## src/rtl/cpu_loader_pkg.sv

```systemverilog
// Shared encodings for the CPU program/state loader: packet targets,
// FSM states and header field layout.
package cpu_loader_pkg;

    typedef enum logic [1:0] {
        TGT_IMEM = 2'b00,
        TGT_DMEM = 2'b01,
        TGT_REG  = 2'b10,
        TGT_GO   = 2'b11
    } tgt_e;

    typedef enum logic [1:0] {
        S_HDR  = 2'b00,
        S_ADDR = 2'b01,
        S_DATA = 2'b10,
        S_RUN  = 2'b11
    } state_e;

    // Header layout: target in the top two bits, count in the low CNT_W bits
    localparam int TGT_W      = 2;
    localparam int REG_ADDR_W = 4;

endpackage

```

## src/rtl/cpu_loader_wr_port.sv

```systemverilog
// Registered write stage: turns one data-beat request into a single-cycle,
// one-hot strobe on the IMEM, DMEM or register-file write group.
module cpu_loader_wr_port
    import cpu_loader_pkg::*;
#(
    parameter int DATA_W  = 16,
    parameter int IADDR_W = 8,
    parameter int DADDR_W = 8
) (
    input  logic               clk,
    input  logic               reset,
    input  logic               fire,
    input  tgt_e               tgt,
    input  logic [DATA_W-1:0]  addr,
    input  logic [DATA_W-1:0]  wdata,
    output logic               imem_we,
    output logic [IADDR_W-1:0] imem_addr,
    output logic [DATA_W-1:0]  imem_wdata,
    output logic               dmem_we,
    output logic [DADDR_W-1:0] dmem_addr,
    output logic [DATA_W-1:0]  dmem_wdata,
    output logic               reg_we,
    output logic [REG_ADDR_W-1:0] reg_waddr,
    output logic [DATA_W-1:0]  reg_wdata
);

    // Upper address bits beyond each target's width simply wrap away
    logic unused_addr;
    assign unused_addr = ^addr;

    always_ff @(posedge clk or negedge reset) begin
        if (!reset) begin
            imem_we    <= 1'b0;
            imem_addr  <= '0;
            imem_wdata <= '0;
            dmem_we    <= 1'b0;
            dmem_addr  <= '0;
            dmem_wdata <= '0;
            reg_we     <= 1'b0;
            reg_waddr  <= '0;
            reg_wdata  <= '0;
        end else begin
            imem_we <= fire && (tgt == TGT_IMEM);
            dmem_we <= fire && (tgt == TGT_DMEM);
            reg_we  <= fire && (tgt == TGT_REG);
            if (fire && tgt == TGT_IMEM) begin
                imem_addr  <= addr[IADDR_W-1:0];
                imem_wdata <= wdata;
            end
            if (fire && tgt == TGT_DMEM) begin
                dmem_addr  <= addr[DADDR_W-1:0];
                dmem_wdata <= wdata;
            end
            if (fire && tgt == TGT_REG) begin
                reg_waddr <= addr[REG_ADDR_W-1:0];
                reg_wdata <= wdata;
            end
        end
    end

endmodule

```

## src/rtl/cpu_loader.sv

```systemverilog
// Boot/program loader: parses framed packets from a valid/ready word stream,
// writes IMEM, DMEM and the register file, then releases the CPU on GO.
module cpu_loader
    import cpu_loader_pkg::*;
#(
    parameter int DATA_W  = 16,
    parameter int IADDR_W = 8,
    parameter int DADDR_W = 8,
    parameter int CNT_W   = 12
) (
    input  logic               clk,
    input  logic               reset,
    input  logic               in_valid,
    output logic               in_ready,
    input  logic [DATA_W-1:0]  in_data,
    output logic               imem_we,
    output logic [IADDR_W-1:0] imem_addr,
    output logic [DATA_W-1:0]  imem_wdata,
    output logic               dmem_we,
    output logic [DADDR_W-1:0] dmem_addr,
    output logic [DATA_W-1:0]  dmem_wdata,
    output logic               reg_we,
    output logic [3:0]         reg_waddr,
    output logic [DATA_W-1:0]  reg_wdata,
    output logic               cpu_hold,
    output logic               busy
);

    state_e            state_q, state_d;
    tgt_e              tgt_q, tgt_d;
    logic [CNT_W-1:0]  cnt_q, cnt_d;
    logic [DATA_W-1:0] addr_q, addr_d;
    logic              ready_q;
    logic              accept;
    logic              fire;

    assign accept   = in_valid && ready_q;
    assign in_ready = ready_q;
    assign cpu_hold = (state_q != S_RUN);
    assign busy     = (state_q == S_ADDR) || (state_q == S_DATA);

    always_ff @(posedge clk or negedge reset) begin
        if (!reset) begin
            state_q <= S_HDR;
            tgt_q   <= TGT_IMEM;
            cnt_q   <= '0;
            addr_q  <= '0;
            ready_q <= 1'b0;
        end else begin
            state_q <= state_d;
            tgt_q   <= tgt_d;
            cnt_q   <= cnt_d;
            addr_q  <= addr_d;
            ready_q <= (state_d != S_RUN);
        end
    end

    always_comb begin
        state_d = state_q;
        tgt_d   = tgt_q;
        cnt_d   = cnt_q;
        addr_d  = addr_q;
        fire    = 1'b0;
        if (accept) begin
            case (state_q)
                S_HDR: begin
                    tgt_d   = tgt_e'(in_data[DATA_W-1 -: TGT_W]);
                    cnt_d   = in_data[CNT_W-1:0];
                    state_d = (tgt_d == TGT_GO) ? S_RUN : S_ADDR;
                end
                S_ADDR: begin
                    addr_d = in_data;
                    // Memories are word-addressed on even byte addresses
                    if (tgt_q != TGT_REG) addr_d[0] = 1'b0;
                    state_d = (cnt_q == '0) ? S_HDR : S_DATA;
                end
                S_DATA: begin
                    fire   = 1'b1;
                    addr_d = addr_q + ((tgt_q == TGT_REG) ? DATA_W'(1) : DATA_W'(2));
                    cnt_d  = cnt_q - CNT_W'(1);
                    if (cnt_q == CNT_W'(1)) state_d = S_HDR;
                end
                default: ;
            endcase
        end
    end

    cpu_loader_wr_port #(
        .DATA_W  (DATA_W),
        .IADDR_W (IADDR_W),
        .DADDR_W (DADDR_W)
    ) u_wr_port (
        .clk        (clk),
        .reset      (reset),
        .fire       (fire),
        .tgt        (tgt_q),
        .addr       (addr_q),
        .wdata      (in_data),
        .imem_we    (imem_we),
        .imem_addr  (imem_addr),
        .imem_wdata (imem_wdata),
        .dmem_we    (dmem_we),
        .dmem_addr  (dmem_addr),
        .dmem_wdata (dmem_wdata),
        .reg_we     (reg_we),
        .reg_waddr  (reg_waddr),
        .reg_wdata  (reg_wdata)
    );

endmodule

```

## config.mk

```make
export PLATFORM = sky130hd
export DESIGN_NAME = cpu_loader
export DESIGN_NICKNAME = d
export VERILOG_FILES = /design/src/rtl/cpu_loader_pkg.sv /design/src/rtl/cpu_loader_wr_port.sv /design/src/rtl/cpu_loader.sv
export SDC_FILE = /design/constraint.sdc
export NUM_CORES = 1
export LEC_CHECK = 0
export BUFFER_PORTS_ARGS = -buffer_cell sky130_fd_sc_hd__buf_2
export CORE_UTILIZATION = 54
export DETAILED_ROUTE_END_ITERATION = 10
export HOLD_SLACK_MARGIN = 0.08
export PLACE_DENSITY = 0.79
export SLEW_MARGIN = 20
export SYNTH_ARGS = -nofsm -noshare
export SYNTH_HDL_FRONTEND = slang
export SYNTH_SLANG_ARGS = --single-unit
```

## constraint.sdc

```tcl
create_clock -name clk -period 3.5 [get_ports clk]
set_clock_uncertainty 0.2 [all_clocks]
set_input_delay 0.525 -clock clk [delete_from_list [all_inputs] [get_ports clk]]
set_output_delay 0.525 -clock clk [all_outputs]
set_load 0.02 [all_outputs]
```

[Yosys cells after proc, flatten, opt, wreduce, memory -nomap -nowiden]
Cells that the tools add are included.
W data, S select, Z words.
Storage, ports and cells
  register bits: 104
  input bits: 19
  output and inout bits: 74
Cells by class
  eq/ne operators: 9
  add/sub/neg operators: 2
  reduce and logical (&&, ||, !) cells: 13
  mux-type cells: 11
Operators with widths (count)
  $pmux W16 S2: 1
  $pmux W12 S2: 1
  $add A16 B2 Y16: 1
  $eq A12 B1 Y1 const B: 1
  $logic_not A12 Y1: 1
  $sub A12 B1 Y12 const B: 1
  $mux W2: 5
  $eq A2 B2 Y1 const B: 3
  $ne A2 B2 Y1 const B: 3
  $pmux W2 S3: 1
  $reduce_and A2 Y1: 3
  $eq A2 B1 Y1 const B: 2
  $logic_and A1 B1 Y1: 4
  $logic_not A2 Y1: 2
  $reduce_bool A2 Y1: 2
  $mux W1: 3
  $logic_or A1 B1 Y1: 1

[Longest topological paths before layout]
  word-level depth: 5
  gate-level depth with buffers: 9

[Cells and area by module]
A second synthesis with hierarchy kept.
Second synthesis, totals
  cells, all modules: 391
  area, all modules: 4772.1 µm²
By module, submodules not included
  cpu_loader_wr_port: area each 2635.0 µm², times used 1, cells an instance 150
  cpu_loader: area each 2137.0 µm², times used 1, cells an instance 241

[Worst setup path after synthesis]
No wires, ideal clock.
  kind: reg-to-reg
  start: register state_q[0]
  end: register u_wr_port.imem_wdata[0]
  data arrival time: 1803 ps
  setup time: 125 ps
  required time: 3175 ps
  stages on the path, launching flop included: 8
  period minus slack after synthesis: 2128 ps
  path slack: 1372 ps
  cell sequence: dfrtp_1 -> inv_1 -> ha_1 -> buf_2 -> nand3_1 -> nor3_2 -> buf_2 -> mux2_2
On the way
  cells in the longest elaborated chain, start to end: 4
Ends and longest elaborated chain
  start, declared: RTL line cpu_loader.sv:29  | state_e state_q, state_d;
  start signal, assigned: RTL line cpu_loader.sv:50  | state_q <= state_d;
  $eq A2 B2 Y1: RTL line cpu_loader.sv:65  | case (state_q)
  $mux W1: RTL line cpu_loader.sv:65
  $mux W1: RTL line cpu_loader.sv:64  | if (accept) begin
  $logic_and A1 B1 Y1: RTL line cpu_loader_wr_port.sv:46  | if (fire && tgt == TGT_IMEM) begin
  end signal, assigned: RTL line cpu_loader_wr_port.sv:48  | imem_wdata <= wdata;
  end, declared: RTL line cpu_loader_wr_port.sv:18  | output logic [DATA_W-1:0] imem_wdata,
Every way passes these cells.
A chain may end at the register's enable or synchronous reset.

[Worst setup path in the final report]
  start: register tgt_q[0]
  end: register addr_q[6]
On the way
  cells in the longest elaborated chain, start to end: 4
Ends and longest elaborated chain
  start, declared: RTL line cpu_loader.sv:30  | tgt_e tgt_q, tgt_d;
  start signal, assigned: RTL line cpu_loader.sv:51  | tgt_q <= tgt_d;
  $eq A2 B2 Y1: RTL line cpu_loader.sv:79  | addr_d = addr_q + ((tgt_q == TGT_REG) ? DATA_W'(1) : DATA_W'(2));
  $mux W2: RTL line cpu_loader.sv:79
  $add A16 B2 Y16: RTL line cpu_loader.sv:79
  $pmux W16 S2: RTL line cpu_loader.sv:65
  end signal, assigned: RTL line cpu_loader.sv:53  | addr_q <= addr_d;
  end, declared: RTL line cpu_loader.sv:32  | logic [DATA_W-1:0] addr_q, addr_d;
Every way passes these cells.

==> impl_metrics.toml <==
[pwr]
p_int_w = 0.001405
clkPwrFrac = 0.365
irDropWorstVdd_v = 0.0002411
power_frac_seq = 0.607
p_per_area_nw_per_um2 = 364.5
p_comb_frac = 0.028
swShare = 0.2308
p_sw_w = 0.0004216
p_leak_nw = 2.766

[sta]
tightest_slew_ps = 693.5
setup_tns_ps = 0
hold_viol_final = 0
min_period_over_period = 0.6751
rsz0062_at_grt = "no"
setup_viol = 0
max_freq_mhz = 423.2
relSlewSlack = 0.5377
fin_crit_ps = 2363
fin_ws_ps = 1137
slew_violations = 0

[floorplanning]
fp.dieH_um = 90.66
rows = 31
dieArea_sq_um = 8218
fp.dieW_um = 90.66
ioPinCount = 93
initial_core_util = 0.5729
coreArea_sq_um = 7408

[clock_tree]
cts_hold_buf = 1
cts_max_level = 3
clk_pin_slew_ps = 90
clkLatencyLatePin_ps = 350
cts_resized = 0
post_cts_buffers = 0
cts-root-buf = "clkbuf_8"
cts_sinks = 96
cts_tree = "built"
cts_buffer_depth = 2
numCtsBuffers = 9

[worst_setup_path]
start_kind = "flop"
crit_chain = "nand2b_1 -> inv_1 -> ha_1 -> inv_1 -> fa_1 -> and3b_1 -> nand3_1 -> mux2i_1 -> a21oi_1"
cp_slowest_cell = "dfrtp_1"
crit_path_end_kind = "flop"
required_ps = 3520
crit_type = "reg -> reg"
cpMostUsedCell = "inv_1"
crit_path_max_fanout = 4
crit_arrival_ps = 2390
reg2reg_slack_ps = 1140
slowest_delay_ps = 460

[global_route]
grt_remaining_overflow = 0
grt_pass1_vias = 2952
grt_pass1_wl_um = 14880
track_usage = 0.2326
antenna_found_initial = 0
grt_max_degree = 57

[placement]
hpwl_um = 6216
place_congestion = 0.8033
numPortBuffers = 92
pre_cts_slack_ps = 1155

[finish]
final_net_count = 462
nFillCells = 564
multi_input_area_sq_um = 1722
ff_latch_area_sq_um = 2402
drive_above_1_share = 0.4439
area_growth_pct = 18.07
final_core_utilization = 0.6764
n_antenna_cell = 0

[synth]
yosys.area.top_type_share = 0.5660
yosysWarningCount = 0
synth-seq-cells = 96
synth.most_common_cell = "dfrtp_1"
syn_area_sq_um = 4244
synth_top_cell_by_area = "dfrtp_1"
synth_seq_area_share = 0.5660
async_flop_share = 1.000
synth_area_leaders = "dfrtp_1, mux2_2, ha_1, a21oi_1, o22a_1"
synth.distinct_cells = 39
synth_edf_count = 0
syn_area_per_cell_sq_um = 12.56
synthFlopType = "dfrtp_1"
synth_common_cells = "dfrtp_1, mux2_2, a21oi_1"
netlist_instances = 338
syn-num-nets = 368

[routing]
vias = 2997
totalWireLength_um = 9009
drc = 0
wl_per_cell_um = 16.81
drt_iter0_markers = 175
firstDrtPassIters = 4
avgViaCountPerCell = 5.591
ant_nets = 0

[worst_hold_path]
hold_path_class = "in -> reg"

[flow_run]
drv_cap = 0

[run_status]
status = "finished clean"
[power groups by stage]
stage          registers [W]   logic (W)  clock network (W)
2_1_floorplan        0.00113  0.00000548                  0
3_3_place_gp         0.00113   0.0000512                  0
3_5_place_dp         0.00113   0.0000519                  0
4_1_cts              0.00111   0.0000530           0.000684
5_1_grt              0.00111   0.0000585           0.000733
6_report             0.00111   0.0000515           0.000667
[worst paths after layout]
| check | start | to | depth (start not counted) |
|---|---|---|---|
| min | in_data[13] | u_wr_port.imem_wdata[13] | 2 |
| max | tgt_q[0] | addr_q[6] | 9 |
| min reg2reg | u_wr_port.dmem_wdata[9] | u_wr_port.dmem_wdata[9] | 1 |
| max reg2reg | tgt_q[0] | addr_q[6] | 9 |
| max in group asynchronous | reset | addr_q[6] | 3 |
| min in group asynchronous | reset | state_q[0] | 2 |
[cell type report]
| type | instances | area share |
|---|---|---|
| flip-flops and latches | 96 | 0.4794 |
| multi-input cells | 210 | 0.3436 |
| repair buffers | 100 | 0.1049 |
| clock buffers | 11 | 0.02821 |
| well taps | 99 | 0.02472 |
| inverters | 15 | 0.01124 |
| clock inverters | 5 | 0.007990 |
[cell families (layout without fill, tap and decap cells)]
logic type | after synthesis | count (layout) | synth area share
fa+ha+maj | 11 | 11 | 0.03420
mux | 79 | 79 | 0.2073
flops | 96 | 96 | 0.5660
compound gates | 54 | 54 | 0.08255
buf+inv | 32 | 131 | 0.03036
simple gates | 66 | 66 | 0.07960
[routing by layer]
layer / wire [um] / vias up / track usage
met5: 0 / - / 0
met4: 121 / 0 / 0.09274
met3: 574 / 10 / 0.05303
met2: 4179 / 96 / 0.3535
met1: 4133 / 1497 / 0.3250
li1: - / 1394 / -
[critical path, delay by kind of cell (launching register included)]
family	cells	cell delay (ps)
fa+ha+maj	2	550
mux	1	160
buf+inv	2	200
flops	1	460
simple gates	3	590
compound gates	1	80
[placed cells by master, fill, tap and decap left out, types with 2 or more instances in the layout]
cell type,Yosys,final
clkbuf_8,0,10
buf_4,0,8
nor3_1,3,3
nor4_1,6,6
ha_1,10,10
or3_1,3,3
mux2i_1,8,8
o22ai_1,8,8
dfrtp_1,96,96
or2_2,3,3
nor2b_1,2,2
nand3_1,8,8
nand2b_1,2,2
buf_2,7,91
a31oi_1,3,3
nor2_1,13,12
mux2_2,71,71
clkinv_4,0,3
o22a_1,10,10
nand2_1,18,18
inv_1,15,15
o21ai_0,6,6
a21oi_1,19,19
[through the flow]
stage               power, W  area, sq um  instances  hold slack [ps]
CTS                 0.001845         5011        536            220.0
finish              0.001827         5011        536            232.1
global placement    0.001181         4820        519            283.3
global route        0.001899         5011        536            231.3
detailed placement  0.001182         4820        519            287.3
floorplan           0.001136         4244        338            29.41
[state kept, by name, indices dropped and copies added, names as in the netlist]
register and flops:
u_wr_port.dmem_addr 8, tgt_q 2, addr_q 8, in_ready 1, u_wr_port.dmem_wdata 16, u_wr_port.imem_addr 8
cnt_q 12, u_wr_port.dmem_we 1, u_wr_port.reg_waddr 4, u_wr_port.imem_wdata 16, state_q 2, u_wr_port.reg_wdata 16
u_wr_port.imem_we 1, u_wr_port.reg_we 1
Note: power is estimated with default switching activity, not from simulation.
